==> src/rtl/pipeline_pkg.sv <==
// Shared pipeline definitions: next-PC opcodes, NOP encoding and fetch-stage types.
// The control decoder uses the same NPC_* constants.
package pipeline_pkg;

  localparam logic [4:0] NPC_PLUS4  = 5'b00000;
  localparam logic [4:0] NPC_BRANCH = 5'b00001;
  localparam logic [4:0] NPC_JUMP   = 5'b00010;
  localparam logic [4:0] NPC_JALR   = 5'b00100;

  // addi x0, x0, 0
  localparam logic [31:0] NOP_INSTR = 32'h0000_0013;

  typedef enum logic [1:0] {
    RST,
    FETCH,
    DROP
  } fetch_state_t;

  typedef struct packed {
    logic        valid;
    logic [31:0] pc;
    logic [31:0] instr;
  } if_id_t;

  function automatic logic [31:0] word_align(input logic [31:0] addr);
    return addr & ~32'h3;
  endfunction

endpackage

==> src/rtl/npc_calc.sv <==
// Combinational redirect detection and target computation for EX-stage control flow.
module npc_calc
  import pipeline_pkg::*;
(
  input  logic [4:0]  npc_op,
  input  logic [31:0] ex_pc,
  input  logic [31:0] ex_imm,
  input  logic [31:0] ex_rs1,
  output logic        redirect,
  output logic [31:0] target
);

  logic [31:0] pc_rel;
  logic [31:0] reg_rel;

  always_comb begin
    pc_rel   = ex_pc + ex_imm;
    reg_rel  = (ex_rs1 + ex_imm) & ~32'h1;
    redirect = |npc_op;
    // JALR wins over JUMP/BRANCH for malformed multi-hot opcodes; JUMP and
    // BRANCH share the PC-relative target, so their relative order is moot.
    if ((npc_op & NPC_JALR) != 5'b00000) begin
      target = word_align(reg_rel);
    end else begin
      target = word_align(pc_rel);
    end
  end

endmodule

==> src/rtl/fetch_stage.sv <==
// RV32I instruction-fetch stage: PC, imem req/ready handshake, IF/ID register
// and a one-entry skid buffer for fetches that land while ID is stalled.
module fetch_stage
  import pipeline_pkg::*;
#(
  parameter logic [31:0] RESET_PC = 32'h0000_0000
) (
  input  logic        clk,
  input  logic        rst,
  output logic        imem_req,
  output logic [31:0] imem_addr,
  input  logic        imem_ready,
  input  logic [31:0] imem_rdata,
  input  logic        stall,
  input  logic [4:0]  NPCOp,
  input  logic [31:0] ex_pc,
  input  logic [31:0] ex_imm,
  input  logic [31:0] ex_rs1,
  output logic        id_valid,
  output logic [31:0] id_pc,
  output logic [31:0] id_instr
);

  localparam logic [31:0] RESET_ADDR = word_align(RESET_PC);

  fetch_state_t state_q, state_d;
  logic [31:0]  pc_q, pc_d;      // next address to fetch
  logic [31:0]  addr_q, addr_d;  // address currently on the bus
  logic         req_q, req_d;
  if_id_t       id_q, id_d;
  if_id_t       skid_q, skid_d;

  logic        redirect;
  logic [31:0] target;
  logic        accept;

  npc_calc u_npc_calc (
    .npc_op   (NPCOp),
    .ex_pc    (ex_pc),
    .ex_imm   (ex_imm),
    .ex_rs1   (ex_rs1),
    .redirect (redirect),
    .target   (target)
  );

  assign accept = req_q & imem_ready;

  always_comb begin
    // NOTE: every signal gets its hold value first so no path leaves it
    // unassigned; otherwise synthesis would infer a latch.
    state_d = state_q;
    pc_d    = pc_q;
    addr_d  = addr_q;
    req_d   = req_q;
    id_d    = id_q;
    skid_d  = skid_q;

    if (redirect) begin
      pc_d         = target;
      id_d.valid   = 1'b0;
      id_d.instr   = NOP_INSTR;
      skid_d.valid = 1'b0;
      if (req_q && !imem_ready) begin
        // The handshake cannot be withdrawn: finish the old fetch, then drop it.
        state_d = DROP;
      end else begin
        state_d = FETCH;
        addr_d  = target;
        req_d   = 1'b1;
      end
    end else begin
      unique case (state_q)
        RST: begin
          state_d = FETCH;
          addr_d  = pc_q;
          req_d   = 1'b1;
        end

        FETCH: begin
          if (accept) begin
            pc_d   = pc_q + 32'd4;
            addr_d = pc_q + 32'd4;
          end
          if (stall) begin
            if (accept) begin
              skid_d = '{valid: 1'b1, pc: addr_q, instr: imem_rdata};
            end
            req_d = !(skid_q.valid || accept);
          end else begin
            // A held skid entry always drains ahead of any new fetch data;
            // req is low while it is full, so no accept can collide with it.
            if (skid_q.valid) begin
              id_d         = skid_q;
              skid_d.valid = 1'b0;
            end else if (accept) begin
              id_d = '{valid: 1'b1, pc: addr_q, instr: imem_rdata};
            end else begin
              id_d.valid = 1'b0;
            end
            req_d = 1'b1;
          end
        end

        DROP: begin
          if (!stall) begin
            id_d.valid = 1'b0;
          end
          if (accept) begin
            state_d = FETCH;
            addr_d  = pc_q;
            req_d   = 1'b1;
          end
        end

        default: begin
          state_d = RST;
          req_d   = 1'b0;
        end
      endcase
    end
  end

  always_ff @(posedge clk) begin
    // NOTE: state registers use non-blocking assignments so every flop samples
    // pre-edge values, independent of statement order.
    if (rst) begin
      state_q <= RST;
      pc_q    <= RESET_ADDR;
      addr_q  <= RESET_ADDR;
      req_q   <= 1'b0;
      id_q    <= '{valid: 1'b0, pc: RESET_ADDR, instr: NOP_INSTR};
      // NOTE: the skid payload is reset along with its valid bit; it is a
      // single register, not a memory array, so the cost is negligible.
      skid_q  <= '0;
    end else begin
      state_q <= state_d;
      pc_q    <= pc_d;
      addr_q  <= addr_d;
      req_q   <= req_d;
      id_q    <= id_d;
      skid_q  <= skid_d;
    end
  end

  assign imem_req  = req_q;
  assign imem_addr = addr_q;
  assign id_valid  = id_q.valid;
  assign id_pc     = id_q.pc;
  assign id_instr  = id_q.instr;

endmodule

==> config.mk <==
export PLATFORM = sky130hd
export DESIGN_NAME = fetch_stage
export DESIGN_NICKNAME = d
export VERILOG_FILES = /design/src/rtl/pipeline_pkg.sv /design/src/rtl/npc_calc.sv /design/src/rtl/fetch_stage.sv
export SDC_FILE = /design/constraint.sdc
export NUM_CORES = 1
export LEC_CHECK = 0
export ABC_AREA = 1
export BUFFER_PORTS_ARGS = -buffer_cell sky130_fd_sc_hd__buf_4
export CAP_MARGIN = 0
export CORE_MARGIN = 5
export CORE_UTILIZATION = 50
export DETAILED_ROUTE_END_ITERATION = 10
export PLACE_DENSITY_LB_ADDON = 0.05
export SYNTH_ARGS = -nofsm -noshare
export SYNTH_HDL_FRONTEND = slang
export SYNTH_SLANG_ARGS = --single-unit
==> constraint.sdc <==
create_clock -name clk -period 2.48 [get_ports clk]
set_clock_uncertainty 0.1 [all_clocks]
set_input_delay 0.496 -clock clk [delete_from_list [all_inputs] [get_ports clk]]
set_output_delay 0.496 -clock clk [all_outputs]
set_load 0.02 [all_outputs]
==> results.yml <==
status:
  status: "finished clean"
logic_synthesis:
  async_reset_ff_share_pct: 0
  synth_cell_types: 41
  ys_ff_latch: 192
  yosysTopAreaCellShare_pct: 35.0
  ys_warn_count: 0
  yosysMostFrequentCell: "nand2_1"
  synth_common_cells: "435 x nand2_1, 215 x o21ai_0, 192 x dfxtp_1, 155 x nor2_1, 129 x a21oi_1"
  synth_edf_count: 0
  seq_area_frac_synth_pct: 35.0
  syn_inst: 1686
  netlist_area_um2: 11000
  avgSynthCellArea_um2: 6.52
  synth_flop_cell: "dfxtp_1"
  synth_top_area_cell: "dfxtp_1"
  netlist_top_cells_area: "dfxtp_1 35%, nand2_1 15%, o21ai_0 9.8%, a21oi_1 5.9%, nor2_1 5.3%"
  syn-num-nets: 1858
clock_network:
  clk_path_buf_depth: 2
  ctsHoldBuffers: 0
  clock-sinks: 192
  cts_setup_buffers: 0
  cts_tree: "done"
  insertion_delay_ns: 0.44
  cts_made_buffers: 17
  h-tree-depth: 4
  cts.reportedPaths.clkPinSlew_ns: 0.08
  cts-root-buf: "clkbuf_16"
sta:
  tightestPinTransition_ns: 0.498
  fmax_ghz: 0.438
  setup_ws_ns: 0.196
  timing_hold_violations_final: 0
  slew-limit-headroom_pct: 66.8
  setup_violations: 0
  slew_violations: 0
  fin_crit_ns: 2.28
  period_share_pct: 92.1
  rsz0062_at_grt: "false"
place:
  dp_slack_ns: -0.274
  routabilityCongestion: 0.977
  portBuffers: 234
  post-dp-hpwl_um: 26400
setup_path:
  r2r_cells: 10
  cp_slowest_cell: "ha_1"
  r2r_start: "pc_q[3]"
  crit_required_ns: 2.74
  setup.worst_path.end_class: "register"
  path_max_fanout: 32
  r2r-end: "imem_addr[26]"
  path_cells: "buf_4 -> buf_12 -> nand2_1 -> nand2_1 -> ha_1 -> buf_4 -> nand2_1 -> nor2_1 -> inv_1 -> nor3_1 -> nand3_1 -> nand3_1 -> nand3_1 -> a21oi_1"
  worstPathArrival_ns: 2.55
  path_class: "primary input to register"
  r2r_setup_slack_ns: 0.30
  start_kind: "primary input"
  critPathMaxStageDelay_ns: 0.29
die:
  die_h_um: 158
  initial_utilization_pct: 50.5
  rows: 54
  die_area_um2: 25100
  core-area_um2: 21800
  ios: 235
  die_x_um: 158
detailed_routing:
  routed_via_density: 5.43
  firstDrtPassIters: 6
  drc: 0
  drt_iter0_drc: 940
  routed-via-count: 12200
  drt_wl_total_um: 35300
  routedWlPerCell_um: 15.8
  ant_nets: 0
global_route:
  grt_overflow_total: 0
  grt_first_pass_wirelength_um: 56500
  grt_antenna_before_repair: 0
  grt_max_degree: 78
  grt_pass1_vias: 11300
  grt_usage_pct: 27.5
layout:
  fin_util_pct: 65.1
  syn_to_final_growth_pct: 28.8
  nets: 2121
  drive_gt1_share_pct: 20.0
  n_antenna_cell: 0
worst_hold_path:
  hold_path_depth: 3
  whs_endpoint: "skid_q[2]"
  hold_start: "imem_rdata[2]"
  hold_class: "primary input to register"
power_and_ir_drop:
  power_leakage_nw: 6.49
  peakVddDrop_mv: 0.352
  powerDensity_nw_per_um2: 565
job:
  maxCapViolCount: 0
worst max path at each step:
stage | start | to | slack [ns] | depth (start not counted)
final | NPCOp[2] | imem_addr[25] | 0.20 | 14
after global routing | NPCOp[2] | imem_addr[31] | 0.003 | 15
after CTS | NPCOp[2] | imem_addr[25] | 0.18 | 14
after detailed placement | NPCOp[2] | imem_addr[25] | -0.27 | 14
after global placement | NPCOp[2] | pc_q[25] | -0.26 | 14
after floorplan | NPCOp[2] | imem_addr[31] | 0.02 | 17
kinds of logic after synthesis:
family / after synthesis / share of synthesized area, %
buf+inv: 212 / 7.73
simple gates: 759 / 28.7
xor+xnor: 25 / 1.99
flops: 192 / 35.0
fa+ha+maj: 35 / 3.98
compound gates: 463 / 22.6
critical path, delay by kind of cell:
kind                     cells  cell delay, ns
AO/OA/AOI/OAI                1            0.14
buffers and inverters        4            0.54
AND/OR/NAND/NOR              8            1.06
adder cells (fa/ha/maj)      1            0.29
repair_timing:
item,4_1_cts,5_1_grt
hold endpoints to repair,0,0
gates resized for setup,0,2
endpoints found under the setup margin,0,19
metrics by stage:
step | std cells | power [mW] | hold slack (ns) | cell area (µm²) | TNS, ns
after floorplan | 1686 | 4.46 | 0.347 | 11000 | 0
final | 2241 | 8.01 | 0.203 | 14200 | 0
after global routing | 2241 | 8.38 | 0.201 | 14200 | 0
after detailed placement | 2210 | 5.33 | 0.358 | 13600 | -7.87
after global placement | 2210 | 5.31 | 0.352 | 13600 | -5.33
after CTS | 2241 | 8.02 | 0.190 | 14200 | 0
layout make-up:
type | count | area (µm²)
inverter | 121 | 460
multi-input combinational | 1282 | 6310
clock inverter | 14 | 149
fill | 2035 | 7590
tap | 280 | 350
sequential | 192 | 3840
clock buffer | 17 | 425
timing repair buffer | 335 | 2630
layer usage:
metal  track usage [%]  part of all wire (%)  vias to the layer above
li1                  -                     -                     6186
met1              37.0                    45                     5467
met2              46.0                    46                      450
met3              4.05                   6.9                       55
met4              8.00                   2.2                        0
met5                 0                     0                        -
cell usage in the layout, fill, tap and decap left out, types with 2 or more instances in the layout:
master        n
nor3b_1       2
nand4_1       6
buf_12        9
or2_2         3
o211ai_1      3
inv_8         2
nand3_1      59
nand2_2       2
o21ai_0     215
clkbuf_16    17
o21ai_1      24
buf_4       326
a21oi_1     128
nand2_1     435
nand3b_1      9
ha_1         35
inv_2         6
a22oi_1       8
o21bai_1      5
o21a_1        2
xnor2_1       4
xor2_1       21
inv_6         6
nor3_2        2
dfxtp_1     191
clkinv_2      2
nor2_1      154
a211oi_1      2
nor2_2        3
inv_1       112
nor3_1       77
a311oi_1      5
nor2_4        4
o22ai_1       2
clkinvlp_4    3
a221oi_1      2
a31oi_1      64
flip-flops by register name, indices dropped and copies added (netlist names):
name and cells:
id_instr 32, id_pc 31, state_q 2, imem_req 1
pc_q 30, imem_addr 31, skid_q 64, id_valid 1
report_power, final:
| part | internal (mW) | switching [mW] |
|---|---|---|
| Combinational | 0.799 | 1.04 |
| Sequential | 3.23 | 0.217 |
| Clock | 1.42 | 1.30 |
Note: power is estimated with default switching activity, not from simulation.
